## config.mk

```make
export PLATFORM = sky130hd
export DESIGN_NAME = pc_next_unit_flat
export DESIGN_NICKNAME = d
export VERILOG_FILES = /design/src/rtl/pc_next_if.sv /design/src/rtl/pc_next_unit.sv /design/src/flat_wrapper.sv
export SDC_FILE = /design/constraint.sdc
export NUM_CORES = 1
export LEC_CHECK = 0
export ABC_AREA = 1
export ABC_CLOCK_PERIOD_IN_PS = 2100
export CAP_MARGIN = 20
export CORE_ASPECT_RATIO = 1.2
export CORE_MARGIN = 10
export CORE_UTILIZATION = 38
export DETAILED_ROUTE_END_ITERATION = 8
export PLACE_DENSITY = 0.66
export SETUP_SLACK_MARGIN = 0.3
export SLEW_MARGIN = 20
export SYNTH_ARGS = -nofsm -noshare
export SYNTH_HDL_FRONTEND = slang
export SYNTH_SLANG_ARGS = --single-unit
```

## constraint.sdc

```tcl
create_clock -name clk -period 2.1 [get_ports clk]
set_clock_uncertainty 0.1 [all_clocks]
set_input_delay 0.42 -clock clk [delete_from_list [all_inputs] [get_ports clk]]
set_output_delay 0.42 -clock clk [all_outputs]
set_load 0.01 [all_outputs]
```

## src/rtl/pc_next_if.sv

```systemverilog
// Request and status bundle between the pipeline control and the PC stage.
interface pc_next_if #(
    parameter int W = 32
);
    logic         stall_i;
    logic         exc_i;
    logic         jmp_i;
    logic [W-1:0] jmp_target_i;
    logic         br_i;
    logic [W-1:0] br_target_i;
    logic [W-1:0] pc_o;
    logic [W-1:0] pc_plus_o;
    logic         redirect_o;
    logic         pend_o;

    modport master (
        output stall_i, exc_i, jmp_i, jmp_target_i, br_i, br_target_i,
        input  pc_o, pc_plus_o, redirect_o, pend_o
    );

    modport slave (
        input  stall_i, exc_i, jmp_i, jmp_target_i, br_i, br_target_i,
        output pc_o, pc_plus_o, redirect_o, pend_o
    );
endinterface

```

## src/rtl/pc_next_unit.sv

```systemverilog
// Program-counter stage: picks the next PC from exception / jump / branch /
// sequential sources by fixed priority, holds on stall, and remembers a
// redirect that arrives during a stall so it is applied on release.
//
//   state | meaning
//   ------+---------------------------------------------------------------
//   RUN   | normal flow; no redirect waiting
//   PEND  | stalled with a latched redirect waiting for stall release
module pc_next_unit #(
    parameter int           W        = 32,
    parameter logic [W-1:0] RESET_PC = '0,
    parameter logic [W-1:0] EXC_VEC  = W'(32'h80),
    parameter int           INC      = 4,
    parameter int           ALIGN    = 2
) (
    input  logic          clk,
    input  logic          rst_n,
    pc_next_if.slave      bus
);
    // Clears the low ALIGN bits of every redirect target; all-ones when ALIGN=0.
    localparam logic [W-1:0] ALIGN_MASK = ~((W'(1) << ALIGN) - W'(1));

    // Kind codes double as priority: a larger code beats a smaller one.
    typedef enum logic [1:0] {
        K_NONE = 2'd0,
        K_BR   = 2'd1,
        K_JMP  = 2'd2,
        K_EXC  = 2'd3
    } kind_t;

    typedef enum logic {
        S_RUN  = 1'b0,
        S_PEND = 1'b1
    } state_t;

    state_t       r_state;
    logic [W-1:0] r_pc;
    logic         r_redirect;
    logic         r_pend;
    kind_t        r_pend_kind;
    logic [W-1:0] r_pend_addr;

    kind_t        w_req_kind;
    logic [W-1:0] w_req_addr;
    logic [W-1:0] w_pc_plus;

    assign w_pc_plus = r_pc + W'(INC);

    // Highest-priority request this cycle, with its aligned target.
    always_comb begin
        w_req_kind = K_NONE;
        w_req_addr = '0;
        if (bus.exc_i) begin
            w_req_kind = K_EXC;
            w_req_addr = EXC_VEC & ALIGN_MASK;
        end else if (bus.jmp_i) begin
            w_req_kind = K_JMP;
            w_req_addr = bus.jmp_target_i & ALIGN_MASK;
        end else if (bus.br_i) begin
            w_req_kind = K_BR;
            w_req_addr = bus.br_target_i & ALIGN_MASK;
        end
    end

    // PC register, redirect/pending flags and the stall-time redirect latch.
    always_ff @(posedge clk or negedge rst_n) begin
        if (!rst_n) begin
            r_state     <= S_RUN;
            r_pc        <= RESET_PC;
            r_redirect  <= 1'b0;
            r_pend      <= 1'b0;
            r_pend_kind <= K_NONE;
            r_pend_addr <= '0;
        end else begin
            case (r_state)
                S_RUN: begin
                    if (!bus.stall_i) begin
                        if (w_req_kind != K_NONE) begin
                            r_pc       <= w_req_addr;
                            r_redirect <= 1'b1;
                        end else begin
                            r_pc       <= w_pc_plus;
                            r_redirect <= 1'b0;
                        end
                    end else begin
                        r_redirect <= 1'b0;
                        if (w_req_kind != K_NONE) begin
                            r_pend_addr <= w_req_addr;
                            r_pend_kind <= w_req_kind;
                            r_pend      <= 1'b1;
                            r_state     <= S_PEND;
                        end
                    end
                end
                S_PEND: begin
                    if (bus.stall_i) begin
                        r_redirect <= 1'b0;
                        // Latched kind is never NONE here, so >= implies a real request.
                        if (w_req_kind >= r_pend_kind) begin
                            r_pend_addr <= w_req_addr;
                            r_pend_kind <= w_req_kind;
                        end
                    end else begin
                        // On release only a strictly stronger live request displaces the latch.
                        r_pc        <= (w_req_kind > r_pend_kind) ? w_req_addr : r_pend_addr;
                        r_redirect  <= 1'b1;
                        r_pend      <= 1'b0;
                        r_pend_kind <= K_NONE;
                        r_state     <= S_RUN;
                    end
                end
                default: r_state <= S_RUN;
            endcase
        end
    end

    assign bus.pc_o       = r_pc;
    assign bus.pc_plus_o  = w_pc_plus;
    assign bus.redirect_o = r_redirect;
    assign bus.pend_o     = r_pend;
endmodule

```

## src/flat_wrapper.sv

```systemverilog
// flat-port wrapper written by rule: the top's interface ports become plain ports
module pc_next_unit_flat 
#(
    parameter int           W        = 32,
    parameter logic [W-1:0] RESET_PC = '0,
    parameter logic [W-1:0] EXC_VEC  = W'(32'h80),
    parameter int           INC      = 4,
    parameter int           ALIGN    = 2
)
  (clk, rst_n, bus_stall_i, bus_exc_i, bus_jmp_i, bus_jmp_target_i, bus_br_i, bus_br_target_i, bus_pc_o, bus_pc_plus_o, bus_redirect_o, bus_pend_o);
  pc_next_if #(.W(W)) bus_i ();
  input  logic clk;
  input  logic rst_n;
  input wire logic [$bits(bus_i.stall_i)-1:0] bus_stall_i;
  input wire logic [$bits(bus_i.exc_i)-1:0] bus_exc_i;
  input wire logic [$bits(bus_i.jmp_i)-1:0] bus_jmp_i;
  input wire logic [$bits(bus_i.jmp_target_i)-1:0] bus_jmp_target_i;
  input wire logic [$bits(bus_i.br_i)-1:0] bus_br_i;
  input wire logic [$bits(bus_i.br_target_i)-1:0] bus_br_target_i;
  output wire logic [$bits(bus_i.pc_o)-1:0] bus_pc_o;
  output wire logic [$bits(bus_i.pc_plus_o)-1:0] bus_pc_plus_o;
  output wire logic [$bits(bus_i.redirect_o)-1:0] bus_redirect_o;
  output wire logic [$bits(bus_i.pend_o)-1:0] bus_pend_o;
  assign bus_i.stall_i = bus_stall_i;
  assign bus_i.exc_i = bus_exc_i;
  assign bus_i.jmp_i = bus_jmp_i;
  assign bus_i.jmp_target_i = bus_jmp_target_i;
  assign bus_i.br_i = bus_br_i;
  assign bus_i.br_target_i = bus_br_target_i;
  assign bus_pc_o = bus_i.pc_o;
  assign bus_pc_plus_o = bus_i.pc_plus_o;
  assign bus_redirect_o = bus_i.redirect_o;
  assign bus_pend_o = bus_i.pend_o;
  pc_next_unit #(.W(W), .RESET_PC(RESET_PC), .EXC_VEC(EXC_VEC), .INC(INC), .ALIGN(ALIGN)) u_core (.clk(clk), .rst_n(rst_n), .bus(bus_i));
endmodule
```

==> flow_metrics.py <==
metrics = {
    "outcome": {
        "status": "finished, violations left",
        "violations": "negative setup slack",
    },
    "die": {
        "io-pin-count": 136,
        "die_x_um": 122,
        "die-height_um": 142,
        "core_sq_um": 12200,
        "fp-row-count": 44,
        "start_util": 0.390,
        "dieArea_sq_um": 17400,
    },
    "global_routing": {
        "grt.overflow.total": 0,
        "grt_use_total": 0.202,
        "grt_max_degree": 39,
        "grt_pass1_vias": 5614,
        "grt_pass1_wl_mm": 28.3,
        "antenna_found_initial": 0,
    },
    "route": {
        "via_count": 6069,
        "dr_wl_met3_mm": 1.36,
        "m1WireLength_mm": 7.80,
        "wl_met2_mm": 9.59,
        "drc_errors": 0,
        "drt-pass1-iter-count": 5,
        "antenna_left": 0,
        "drt_wl_total_mm": 19.3,
        "viasPerCell": 4.93,
        "drt_iter0_drc": 461,
        "routed.top_layer": "met4",
        "wl_per_cell_um": 15.7,
    },
    "yosys": {
        "ys_warn_count": 0,
        "ys_ff_latch": 65,
        "synth_edf_count": 0,
        "synthFlopType": "dfrtp_1",
        "synthCells": 772,
        "ys_seq_area_frac": 0.343,
        "syn_area_sq_um": 4740,
        "async_reset_ff_frac": 1.00,
        "yosysUniqueCellTypes": 31,
        "syn_area_per_cell_sq_um": 6.14,
    },
    "critical_path": {
        "cp.arrival_ns": 1.87,
        "cp_num_buf_inv": 2,
        "reg2reg_slack_ns": -0.13,
        "slowest_stage": "dfrtp_1",
        "crit_chain": "ha_2, nand2_2, nor2_4, buf_6, nand2_8, nor2_4, nand3_2, and2_4, buf_6",
        "cp_slowest_stage_delay_ns": 0.39,
        "critPathMaxFanout": 3,
        "path_class": "register to output pin",
        "path_delay_family": "simple AND/OR/NAND/NOR gates",
        "critPathLaunchType": "register",
        "endpoint_kind": "output pin",
        "required_ns": 1.58,
    },
    "cts": {
        "clock_path_buffers": 2,
        "cts-root-buf": "clkbuf_16",
        "cts_buffers": 9,
        "cts_tree": "built",
        "ctsHtreeMaxLevel": 3,
        "clock_sinks": 65,
        "clk_latency_ns": 0.33,
        "clkSlewWorstSetupHoldPaths_ns": 0.06,
    },
    "sta": {
        "postLayoutSetupSlackWorst_ns": -0.293,
        "rsz0062_at_grt": "yes",
        "fmax_mhz": 418,
        "hold_viol_final": 0,
        "period_needed_ns": 2.39,
        "max-slew-margin-rel": 0.658,
        "setup_tns_ns": -5.70,
        "worst_pin_slew_ns": 0.512,
        "hold_slack_ns": 0.372,
        "setup_viol": 27,
        "drv_slew": 0,
        "finalCritPeriodShare": 1.14,
    },
    "power": {
        "total_leakage_power_nw": 4.15,
        "peakVddDrop_uv": 376,
        "power_density_nw_per_um2": 694,
        "total_power_mw": 5.95,
    },
    "final_layout": {
        "drive_gt1_frac": 0.355,
        "nets": 1137,
        "syn2layout_area_growth_pct": 80.7,
        "final_cells": 1230,
        "n_antenna_cell": 0,
    },
    "place": {
        "post-place-cells": 1151,
        "place_congestion": 0.921,
        "post-dp-hpwl_mm": 13.0,
        "port_buffers": 127,
    },
    "worst_hold_path": {
        "hp-class": "register to register",
    },
    "run": {
        "maxCapViolCount": 0,
    },
}
==> synth_stat cells (all sizes together), types with 3 or more instances <==
| library cell | n | area share |
|---|---|---|
| inv | 59 | 0.047 |
| o21ai | 51 | 0.054 |
| nand2 | 317 | 0.25 |
| nand3b | 4 | 0.0063 |
| clkbuf | 13 | 0.010 |
| xor2 | 10 | 0.025 |
| a21oi | 51 | 0.054 |
| nor2 | 119 | 0.10 |
| nand3 | 33 | 0.036 |
| dfrtp | 65 | 0.34 |
| and2 | 8 | 0.011 |
| ha | 3 | 0.0079 |
| buf | 24 | 0.029 |
| o211ai | 4 | 0.0063 |
==> cell families (layout without fill, tap and decap cells) <==
group                    Yosys count  count (layout)  share of synthesized area
flip-flops                        65              65                      0.343
XOR/XNOR                          12              12                     0.0285
adder cells (fa/ha/maj)            3               3                    0.00792
other                              1               4                   0.000791
buffers and inverters             98             391                     0.0884
AO/OA/AOI/OAI                    111             111                      0.121
AND/OR/NAND/NOR                  482             483                      0.410
==> metrics by stage <==
stage	utilization	area (sq um)	setup slack (ns)
final	0.704	8570	-0.293
after global routing	0.704	8570	-0.372
after CTS	0.652	7930	-0.250
after detailed placement	0.589	7170	-0.531
after global placement	0.589	7170	-0.478
after floorplan	-	4880	0.0541
==> layout by cell type, fill, tap and decap left out, drive strengths merged, types with 3 or more instances in the layout <==
cell type      instances
dlygate4sd2           19
nand3b                 4
nand2                318
inv                   59
a21oi                 51
o21ai                 51
o211ai                 4
nand3                 33
clkinv                 4
conb                   4
clkbuf                20
buf                  216
xor2                  10
dfrtp                 65
clkdlybuf4s15          7
clkdlybuf4s50         62
nor2                 119
ha                     3
and2                   8
==> repair_timing <==
action | in CTS | in global routing
setup buffers | 38 | 21
hold buffers | 1 | 0
pin swaps | 38 | 48
resized for setup | 252 | 120
cloned | 1 | 2
endpoints found under the setup margin | 124 | 81
endpoints found under the hold margin | 15 | 0
==> final timing paths <==
path                                        startpoint  cells after the start                endpoint
worst min-delay path            u_core.r_pend_addr[15]                      2  u_core.r_pend_addr[15]
worst min register to register  u_core.r_pend_addr[15]                      2  u_core.r_pend_addr[15]
min in group asynchronous                        rst_n                      2   u_core.r_pend_addr[2]
worst max-delay path                u_core.bus.pc_o[2]                      9       bus_pc_plus_o[24]
worst max register to register      u_core.bus.pc_o[2]                     16     u_core.bus.pc_o[28]
max in group asynchronous                        rst_n                      3     u_core.bus.pc_o[13]
==> power breakdown <==
part | internal (mW) | switching (mW) | total [mW]
Clock | 0.948 | 0.535 | 1.48
Combinational | 1.45 | 1.41 | 2.86
Sequential | 1.44 | 0.164 | 1.60
Total | 3.83 | 2.11 | 5.95
==> flip-flops by register name, indices dropped and copies added (netlist names) <==
name,flops
u_core.bus.pc_o,30
u_core.bus.pend_o,1
u_core.bus.redirect_o,1
u_core.r_pend_addr,30
u_core.r_pend_kind,2
u_core.r_state,1
==> per-layer routing <==
layer,GRT usage,up-vias
met1,0.254,2810
met4,0.0811,0
met3,0.0492,41
li1,-,2992
met5,0,-
met2,0.325,226
==> area by class of cell <==
class / count / area [sq um]
clock buffers: 13 / 250
clock inverters: 3 / 40.0
fillers: 947 / 3600
inverters: 61 / 246
multi-input cells: 613 / 3310
flip-flops and latches: 65 / 1630
well taps: 161 / 201
repair buffers: 314 / 2880
==> worst min-delay path, cell delays in order (launching register included) <==
cell and delay (ns):
dfrtp_1 0.34, nand2_1 0.05, nand2_1 0.05
Power figures use the tool's default switching activity.
